--- config.mk ---
export PLATFORM = sky130hd
export DESIGN_NAME = vga_scan_timing_flat
export DESIGN_NICKNAME = d
export VERILOG_FILES = /design/src/rtl/vga_scan_timing_if.sv /design/src/rtl/vga_scan_timing.sv /design/src/flat_wrapper.sv
export SDC_FILE = /design/constraint.sdc
export NUM_CORES = 1
export LEC_CHECK = 0
export ABC_AREA = 1
export BUFFER_PORTS_ARGS = -buffer_cell sky130_fd_sc_hd__buf_2
export CORE_MARGIN = 3
export CORE_UTILIZATION = 48
export CTS_CLUSTER_SIZE = 20
export DETAILED_ROUTE_END_ITERATION = 10
export GPL_TIMING_DRIVEN = 0
export PLACE_DENSITY = 0.73
export SYNTH_ARGS = -nofsm -noshare
export SYNTH_HDL_FRONTEND = slang
export SYNTH_SLANG_ARGS = --single-unit
--- constraint.sdc ---
create_clock -name CLK -period 1.5 [get_ports CLK]
set_input_delay 0.15 -clock CLK [delete_from_list [all_inputs] [get_ports CLK]]
set_output_delay 0.15 -clock CLK [all_outputs]
set_load 0.01 [all_outputs]
--- src/rtl/vga_scan_timing_if.sv ---
// Output bundle of the VGA scan timing generator: pixel strobe, scan position,
// active-video flags, delayed syncs and the per-frame tick for game logic.
interface vga_scan_timing_if;
  logic        pixel_en;
  logic [9:0]  DrawX;
  logic [9:0]  DrawY;
  logic        blank;
  logic        hs;
  logic        vs;
  logic        blank_out;
  logic        frame_start;
  logic [15:0] frame_count;

  modport master (
    output pixel_en, DrawX, DrawY, blank, hs, vs, blank_out, frame_start, frame_count
  );

  modport slave (
    input pixel_en, DrawX, DrawY, blank, hs, vs, blank_out, frame_start, frame_count
  );
endinterface

--- src/rtl/vga_scan_timing.sv ---
// VGA pixel-scan timing: divided pixel strobe, DrawX/DrawY counters, syncs delayed to
// match the colour mapper pipeline, and a frame tick. Macro VGA_SCAN_FRAME_CNT_EN adds frame_count.
module vga_scan_timing #(
  parameter int CLK_DIV    = 2,
  parameter int H_VISIBLE  = 640,
  parameter int H_FP       = 16,
  parameter int H_SYNC     = 96,
  parameter int H_BP       = 48,
  parameter int V_VISIBLE  = 480,
  parameter int V_FP       = 10,
  parameter int V_SYNC     = 2,
  parameter int V_BP       = 33,
  parameter int PIPE_DELAY = 1
) (
  input  logic              CLK,
  input  logic              Reset,
  vga_scan_timing_if.master scan
);
  localparam int H_TOTAL = H_VISIBLE + H_FP + H_SYNC + H_BP;
  localparam int V_TOTAL = V_VISIBLE + V_FP + V_SYNC + V_BP;

  localparam logic [1:0] DIV_LAST = 2'(CLK_DIV - 1);
  localparam logic [9:0] H_LAST   = 10'(H_TOTAL - 1);
  localparam logic [9:0] V_LAST   = 10'(V_TOTAL - 1);
  localparam logic [9:0] H_VIS    = 10'(H_VISIBLE);
  localparam logic [9:0] V_VIS    = 10'(V_VISIBLE);
  localparam logic [9:0] HS_BEGIN = 10'(H_VISIBLE + H_FP);
  localparam logic [9:0] HS_END   = 10'(H_VISIBLE + H_FP + H_SYNC);
  localparam logic [9:0] VS_BEGIN = 10'(V_VISIBLE + V_FP);
  localparam logic [9:0] VS_END   = 10'(V_VISIBLE + V_FP + V_SYNC);

  logic [1:0] div_q, div_d;
  logic       pixel_en_q, pixel_en_d;
  logic [9:0] hc_q, hc_d;
  logic [9:0] vc_q, vc_d;
  logic       frame_start_q, frame_start_d;
  logic       hs_raw, vs_raw, blank_raw;

  // pixel_en is registered from the divider so it is low in reset even when CLK_DIV=1,
  // and the first strobe lands CLK_DIV cycles after Reset releases.
  always_comb begin
    div_d         = (div_q == DIV_LAST) ? 2'd0 : div_q + 2'd1;
    pixel_en_d    = (div_q == DIV_LAST);
    hc_d          = hc_q;
    vc_d          = vc_q;
    frame_start_d = 1'b0;
    if (pixel_en_q) begin
      if (hc_q == H_LAST) begin
        hc_d = 10'd0;
        if (vc_q == V_LAST) begin
          vc_d          = 10'd0;
          frame_start_d = 1'b1;
        end else begin
          vc_d = vc_q + 10'd1;
        end
      end else begin
        hc_d = hc_q + 10'd1;
      end
    end
  end

  always_ff @(posedge CLK or posedge Reset) begin
    if (Reset) begin
      div_q         <= 2'd0;
      pixel_en_q    <= 1'b0;
      hc_q          <= 10'd0;
      vc_q          <= 10'd0;
      frame_start_q <= 1'b0;
    end else begin
      div_q         <= div_d;
      pixel_en_q    <= pixel_en_d;
      hc_q          <= hc_d;
      vc_q          <= vc_d;
      frame_start_q <= frame_start_d;
    end
  end

  assign blank_raw = (hc_q < H_VIS) && (vc_q < V_VIS);
  assign hs_raw    = !((hc_q >= HS_BEGIN) && (hc_q < HS_END));
  assign vs_raw    = !((vc_q >= VS_BEGIN) && (vc_q < VS_END));

  generate
    if (PIPE_DELAY == 0) begin : g_no_pipe
      assign scan.hs        = hs_raw;
      assign scan.vs        = vs_raw;
      assign scan.blank_out = blank_raw;
    end else begin : g_pipe
      // Each stage holds {hs, vs, blank}; reset value is the inactive pattern.
      logic [2:0] pipe_q [PIPE_DELAY];

      always_ff @(posedge CLK or posedge Reset) begin
        if (Reset) begin
          for (int i = 0; i < PIPE_DELAY; i++) pipe_q[i] <= 3'b110;
        end else if (pixel_en_q) begin
          pipe_q[0] <= {hs_raw, vs_raw, blank_raw};
          for (int i = 1; i < PIPE_DELAY; i++) pipe_q[i] <= pipe_q[i-1];
        end
      end

      assign scan.hs        = pipe_q[PIPE_DELAY-1][2];
      assign scan.vs        = pipe_q[PIPE_DELAY-1][1];
      assign scan.blank_out = pipe_q[PIPE_DELAY-1][0];
    end
  endgenerate

`ifdef VGA_SCAN_FRAME_CNT_EN
  logic [15:0] frame_count_q;

  always_ff @(posedge CLK or posedge Reset) begin
    if (Reset) begin
      frame_count_q <= 16'h0000;
    end else if (frame_start_d) begin
      frame_count_q <= frame_count_q + 16'd1;
    end
  end

  assign scan.frame_count = frame_count_q;
`else
  assign scan.frame_count = 16'h0000;
`endif

  assign scan.pixel_en    = pixel_en_q;
  assign scan.DrawX       = hc_q;
  assign scan.DrawY       = vc_q;
  assign scan.blank       = blank_raw;
  assign scan.frame_start = frame_start_q;
endmodule

--- src/flat_wrapper.sv ---
// flat-port wrapper written by rule: the top's interface ports become plain ports
module vga_scan_timing_flat 
#(
  parameter int CLK_DIV    = 2,
  parameter int H_VISIBLE  = 640,
  parameter int H_FP       = 16,
  parameter int H_SYNC     = 96,
  parameter int H_BP       = 48,
  parameter int V_VISIBLE  = 480,
  parameter int V_FP       = 10,
  parameter int V_SYNC     = 2,
  parameter int V_BP       = 33,
  parameter int PIPE_DELAY = 1
)
  (CLK, Reset, scan_pixel_en, scan_DrawX, scan_DrawY, scan_blank, scan_hs, scan_vs, scan_blank_out, scan_frame_start, scan_frame_count);
  vga_scan_timing_if scan_i ();
  input  logic CLK;
  input  logic Reset;
  output wire logic [$bits(scan_i.pixel_en)-1:0] scan_pixel_en;
  output wire logic [$bits(scan_i.DrawX)-1:0] scan_DrawX;
  output wire logic [$bits(scan_i.DrawY)-1:0] scan_DrawY;
  output wire logic [$bits(scan_i.blank)-1:0] scan_blank;
  output wire logic [$bits(scan_i.hs)-1:0] scan_hs;
  output wire logic [$bits(scan_i.vs)-1:0] scan_vs;
  output wire logic [$bits(scan_i.blank_out)-1:0] scan_blank_out;
  output wire logic [$bits(scan_i.frame_start)-1:0] scan_frame_start;
  output wire logic [$bits(scan_i.frame_count)-1:0] scan_frame_count;
  assign scan_pixel_en = scan_i.pixel_en;
  assign scan_DrawX = scan_i.DrawX;
  assign scan_DrawY = scan_i.DrawY;
  assign scan_blank = scan_i.blank;
  assign scan_hs = scan_i.hs;
  assign scan_vs = scan_i.vs;
  assign scan_blank_out = scan_i.blank_out;
  assign scan_frame_start = scan_i.frame_start;
  assign scan_frame_count = scan_i.frame_count;
  vga_scan_timing #(.CLK_DIV(CLK_DIV), .H_VISIBLE(H_VISIBLE), .H_FP(H_FP), .H_SYNC(H_SYNC), .H_BP(H_BP), .V_VISIBLE(V_VISIBLE), .V_FP(V_FP), .V_SYNC(V_SYNC), .V_BP(V_BP), .PIPE_DELAY(PIPE_DELAY)) u_core (.CLK(CLK), .Reset(Reset), .scan(scan_i));
endmodule
# Yosys cells after proc, flatten, opt, wreduce, memory -nomap -nowiden

Cells that the tools add are included.

Add/subtract/negate cells: 3
$mul: 0
Divide/modulo/power cells: 0
Order comparisons: 6
Equality and inequality tests: 3
Shifts and indexed selects: 0
Mux-type cells: 6
Bitwise logic cells: 0
Reduce and logical (&&, ||, !) cells: 6

Operators by type and width:

| cell                  | count |
|---|---|
| $add 10x1->10 const B | 2 |
| $eq 10x10->1 const B  | 2 |
| $lt 10x10->1 const B  | 2 |
| $lt 10x9->1 const B   | 2 |
| $mux 10               | 2 |
| $ge 10x10->1 const B  | 1 |
| $ge 10x9->1 const B   | 1 |
| $logic_and 1x1->1     | 3 |
| $mux 1                | 3 |
| $add 2x1->2 const B   | 1 |
| $eq 2x1->1 const B    | 1 |
| $logic_not 1->1       | 2 |
| $mux 2                | 1 |
| $reduce_and 2->1      | 1 |

Register bits: 27
Bits in latches: 0
RAM bits: 0
Bits in read-only memories: 0
Bits of input ports: 2
Output and inout bits: 42
Word-level logic and storage cells: 30
Memories kept: 0

# Depth between registers and ports, before layout

Depth in word-level cells: 4
Depth in mapped cells: 8
Depth with buffers taken out: 8

# Worst setup path after synthesis

OpenSTA, ideal clock, no wires.

Kind: register to register
Start point: register u_core.hc_q[0], in the netlist u_core.scan.DrawX[0]
End point: register u_core.vc_q[0], in the netlist u_core.scan.DrawY[0]
Library setup time: 0.083 ns
Arrival: 1.298 ns
Required time: 1.417 ns
Slack: 0.119 ns
Cell stages (with the launch flop): 9
Path buffers: 1
Period minus slack after synthesis: 1.381 ns
Cell sequence: dfrtp_1 -> ha_1 -> nand2_1 -> nor2_4 -> nand3_4 -> nor2_4 -> buf_6 -> nand3_1 -> o21ai_0

Word-level cells in the longest chain between the ends: 2

RTL lines:

| item                       | line                  | RTL |
|---|---|---|
| start, declared            | vga_scan_timing.sv:34 | `logic [9:0] hc_q, hc_d;` |
| start signal, assigned     | vga_scan_timing.sv:66 | `hc_q <= 10'd0;` |
| start signal, assigned     | vga_scan_timing.sv:72 | `hc_q <= hc_d;` |
| $eq 10x10->1               | vga_scan_timing.sv:48 | `if (hc_q == H_LAST) begin` |
| $reduce_and 2->1 (no line) | n/a                   |  |
| end signal, assigned       | vga_scan_timing.sv:73 | `vc_q <= vc_d;` |
| end, declared              | vga_scan_timing.sv:35 | `logic [9:0] vc_q, vc_d;` |

No other way between the ends.
A chain may end at the register's enable or synchronous reset.

# Final worst setup path

Start point: register u_core.hc_q[0], in the netlist u_core.scan.DrawX[0]
End point: register u_core.vc_q[5], in the netlist u_core.scan.DrawY[5]

The elaborated chain is that of the path after synthesis.

==> reports/results.ini <==
[run_status]
status=completed

[critical_path]
cp-endpoint=u_core.scan.DrawY[5]
rrSetupSlack_ps=40
crit_top_cell=nor2_4
cp_cell_sequence=ha_2 -> nand2_2 -> nor2_4 -> nand3_4 -> nor2_4 -> buf_6 -> nand3_2 -> o21ai_1
cp-end-kind=flip-flop
slowest_delay_ps=400
timing.rr.start=u_core.scan.DrawX[0]
worstPathArrival_ps=1710
crit_fanout=5
crit_family=simple AND/OR/NAND/NOR gates
crit_type=reg -> reg
reg2reg_to=u_core.scan.DrawY[5]
slowest_stage=dfrtp_1
ff2ff_path_depth=8
path_depth=8
required_ps=1740
critical_path.startpoint_type=flip-flop
setup.worst_path.start=u_core.scan.DrawX[0]
crit_buf_inv=1

[synthesis]
synth_top_cells_by_count=nand2_1, dfrtp_1, inv_1, nor2_1, nand3_1
yosys.area.top_type=dfrtp_1
synth_area_sq_um=1590
synth_edf_count=0
synth-main-ff-cell=dfrtp_1
yosys_warnings=0
syn_area_per_cell_sq_um=7.83
netlist_instances=203
synth_seq_cells=27
synth.distinct_cells=25
synthTopCellsByArea=dfrtp_1, nand2_1, buf_4
async_flop_share_pct=100
yosysMostFrequentCell=nand2_1
ys_seq_area_share_pct=42.6
netlist.area_leader.share_pct=39.3

[floorplanning]
die_h_microns=63.6
std_cell_rows=20
initial_utilization_pct=51.2
io-pin-count=44
die_x_microns=63.6
dieArea_sq_um=4040
coreArea_sq_um=3100

[power]
ir_drop_mv=0.404
pwr-share-clk_pct=27.9
p_sw_uw=242
swShare_pct=21.9
powerDensity_nw_per_um2=548
p_int_uw=860
seq_power_share_pct=66.1
leakage_uw=0.00104
pwr-share-comb_pct=5.9

[sta]
skew_ps=8.79
fin_crit_ps=1460
setup_ws_ps=38.4
relSlewSlack_pct=32.3
rsz0062_at_grt=true
fmax_mhz=684
hold_viol_final=0
fin_crit_sh_pct=97.4
finalSetupViolCount=0
tightest_slew_ps=1010
finalMaxSlewViolations=0

[grt]
grt_pass1_wl_microns=5530
grt-ovfl-total=0
first_global_vias=1229
grt_use_total_pct=16.8
grt_max_degree=28
antenna_found_initial=0

[clock_network]
htreeDepth=1
cts_root_buf=clkbuf_4
clockBufferDepth=2
clkTransAtPathRegs_ps=140
cts_buffers=3
cts_tree=built
numClockSinks=27
worstSkewPairLatency_ps=320

[final_layout]
syn2layout_area_growth_pct=26.4
ff_latch_area_sq_um=684
final_util_pct=64.8
multi_input_area_sq_um=763
fin_nets=270
layout-drive-gt1-share_pct=33.1
fill_cells=296
design_area_sq_um=2010
fin_cells=307
antenna_cells=0

[detailed_routing]
postRouteAntennaNets=0
drt_wl_total_microns=3310
drt-pass1-iter-count=6
vias_per_cell=4.60
routedWlPerCell_microns=10.8
drtIter0Drc=75
drc_errors=0
vias=1411

[place]
io_buffers=27
place_ws_ps=7.08
placed_cells=289
placed_area_sq_um=1840
hpwlAfterDp_microns=2400
place.gp.congestion=0.804

[min_path]
holdCritPathClass=in -> async

[job]
max_cap_viol_count=0

## worst register-to-register path, cell delays in order (launching register included)
cell     delay (ps)
dfrtp_1         400
ha_2            210
nand2_2          70
nor2_4          170
nand3_4         100
nor2_4          170
buf_6           140
nand3_2          60
o21ai_1          80
## state kept, by name, indices dropped and copies added, names as in the netlist
register,flops
u_core.div_q,2
u_core.scan.DrawY,10
u_core.scan.frame_start,1
u_core.g_pipe.pipe_q,3
u_core.scan.DrawX,10
u_core.scan.pixel_en,1
## timing repair
item,4_1_cts,5_1_grt
hold buffers,0,0
buffers inserted,2,11
setup endpoints to repair,5,12
pin swaps,0,5
gates cloned,0,1
resized for setup,2,16
## per-layer routing
| metal | up-vias | GRT usage, % | wire (microns) | part of all wire [%] |
|---|---|---|---|---|
| met3 | 2 | 2.50 | 174 | 5.3 |
| met5 | - | 0 | 0 | 0 |
| li1 | 732 | - | - | - |
| met1 | 640 | 24.4 | 1580 | 48 |
| met4 | 0 | 4.85 | 22 | 0.66 |
| met2 | 37 | 25.8 | 1530 | 46 |
## stage by stage
| stage | TNS, ps | total power, uW | hold slack [ps] |
|---|---|---|---|
| final | 0 | 1100 | 51.5 |
| after global routing | -446 | 1160 | 124 |
| after CTS | 0 | 1120 | 88.6 |
| after detailed placement | 0 | 806 | 413 |
| after global placement | 0 | 806 | 408 |
| after floorplan | 0 | 801 | 201 |
## area by class of cell
class | instances | area share [%]
plain buffers | 18 | 6.72
clock buffers | 4 | 1.31
inverters | 28 | 5.23
multi-input cells | 145 | 38.0
flip-flops and latches | 27 | 34.1
well taps | 44 | 2.74
repair buffers | 41 | 12.0
## logic make-up (layout without fill, tap and decap cells)
kind of cell / count (synthesis) / in the layout / synth area share, %
flops: 27 / 27 / 42.6
simple gates: 103 / 103 / 30.4
buf+inv: 46 / 91 / 15.1
fa+ha+maj: 4 / 4 / 3.15
other cells: 1 / 16 / 0.236
xor+xnor: 6 / 6 / 3.30
compound gates: 16 / 16 / 5.19
## worst min-delay path by stage
stage | startpoint | to | slack [ps]
finish | Reset | u_core.scan.frame_start | 50
detailed placement | u_core.div_q[0] | u_core.div_q[1] | 410
CTS | Reset | u_core.scan.DrawX[2] | 90
floorplan | Reset | u_core.div_q[0] | 200
global route | Reset | u_core.scan.pixel_en | 120
global placement | u_core.div_q[0] | u_core.div_q[1] | 410
## cell usage in the layout (no fill, tap or decap)
cell type,instances
nand3b_1,1
nor2_4,4
nand2_1,41
buf_6,1
nand2_2,3
nor2_2,2
nand3_1,15
buf_4,30
nand3_2,3
dfrtp_2,5
conb_1,16
a31oi_1,2
o21ai_0,5
dfstp_2,2
ha_2,1
dfrtp_1,20
buf_2,27
inv_2,4
or2_2,1
xnor2_1,1
nand4_1,8
inv_1,24
clkbuf_4,3
ha_1,3
nor4_1,1
xor2_1,5
nor2_1,18
clkbuf_1,2
nand3_4,1
o21ai_1,9
nor3_1,5
## power groups by stage
| stage | logic [uW] | clock network [uW] | registers, uW |
|---|---|---|---|
| 6_report | 65.4 | 308 | 728 |
| 5_1_grt | 73.0 | 358 | 729 |
| 4_1_cts | 64.7 | 322 | 728 |
| 3_5_place_dp | 64.7 | 0 | 742 |
| 3_3_place_gp | 64.7 | 0 | 742 |
| 2_1_floorplan | 59.1 | 0 | 742 |
Note: power is estimated with default switching activity, not from simulation.
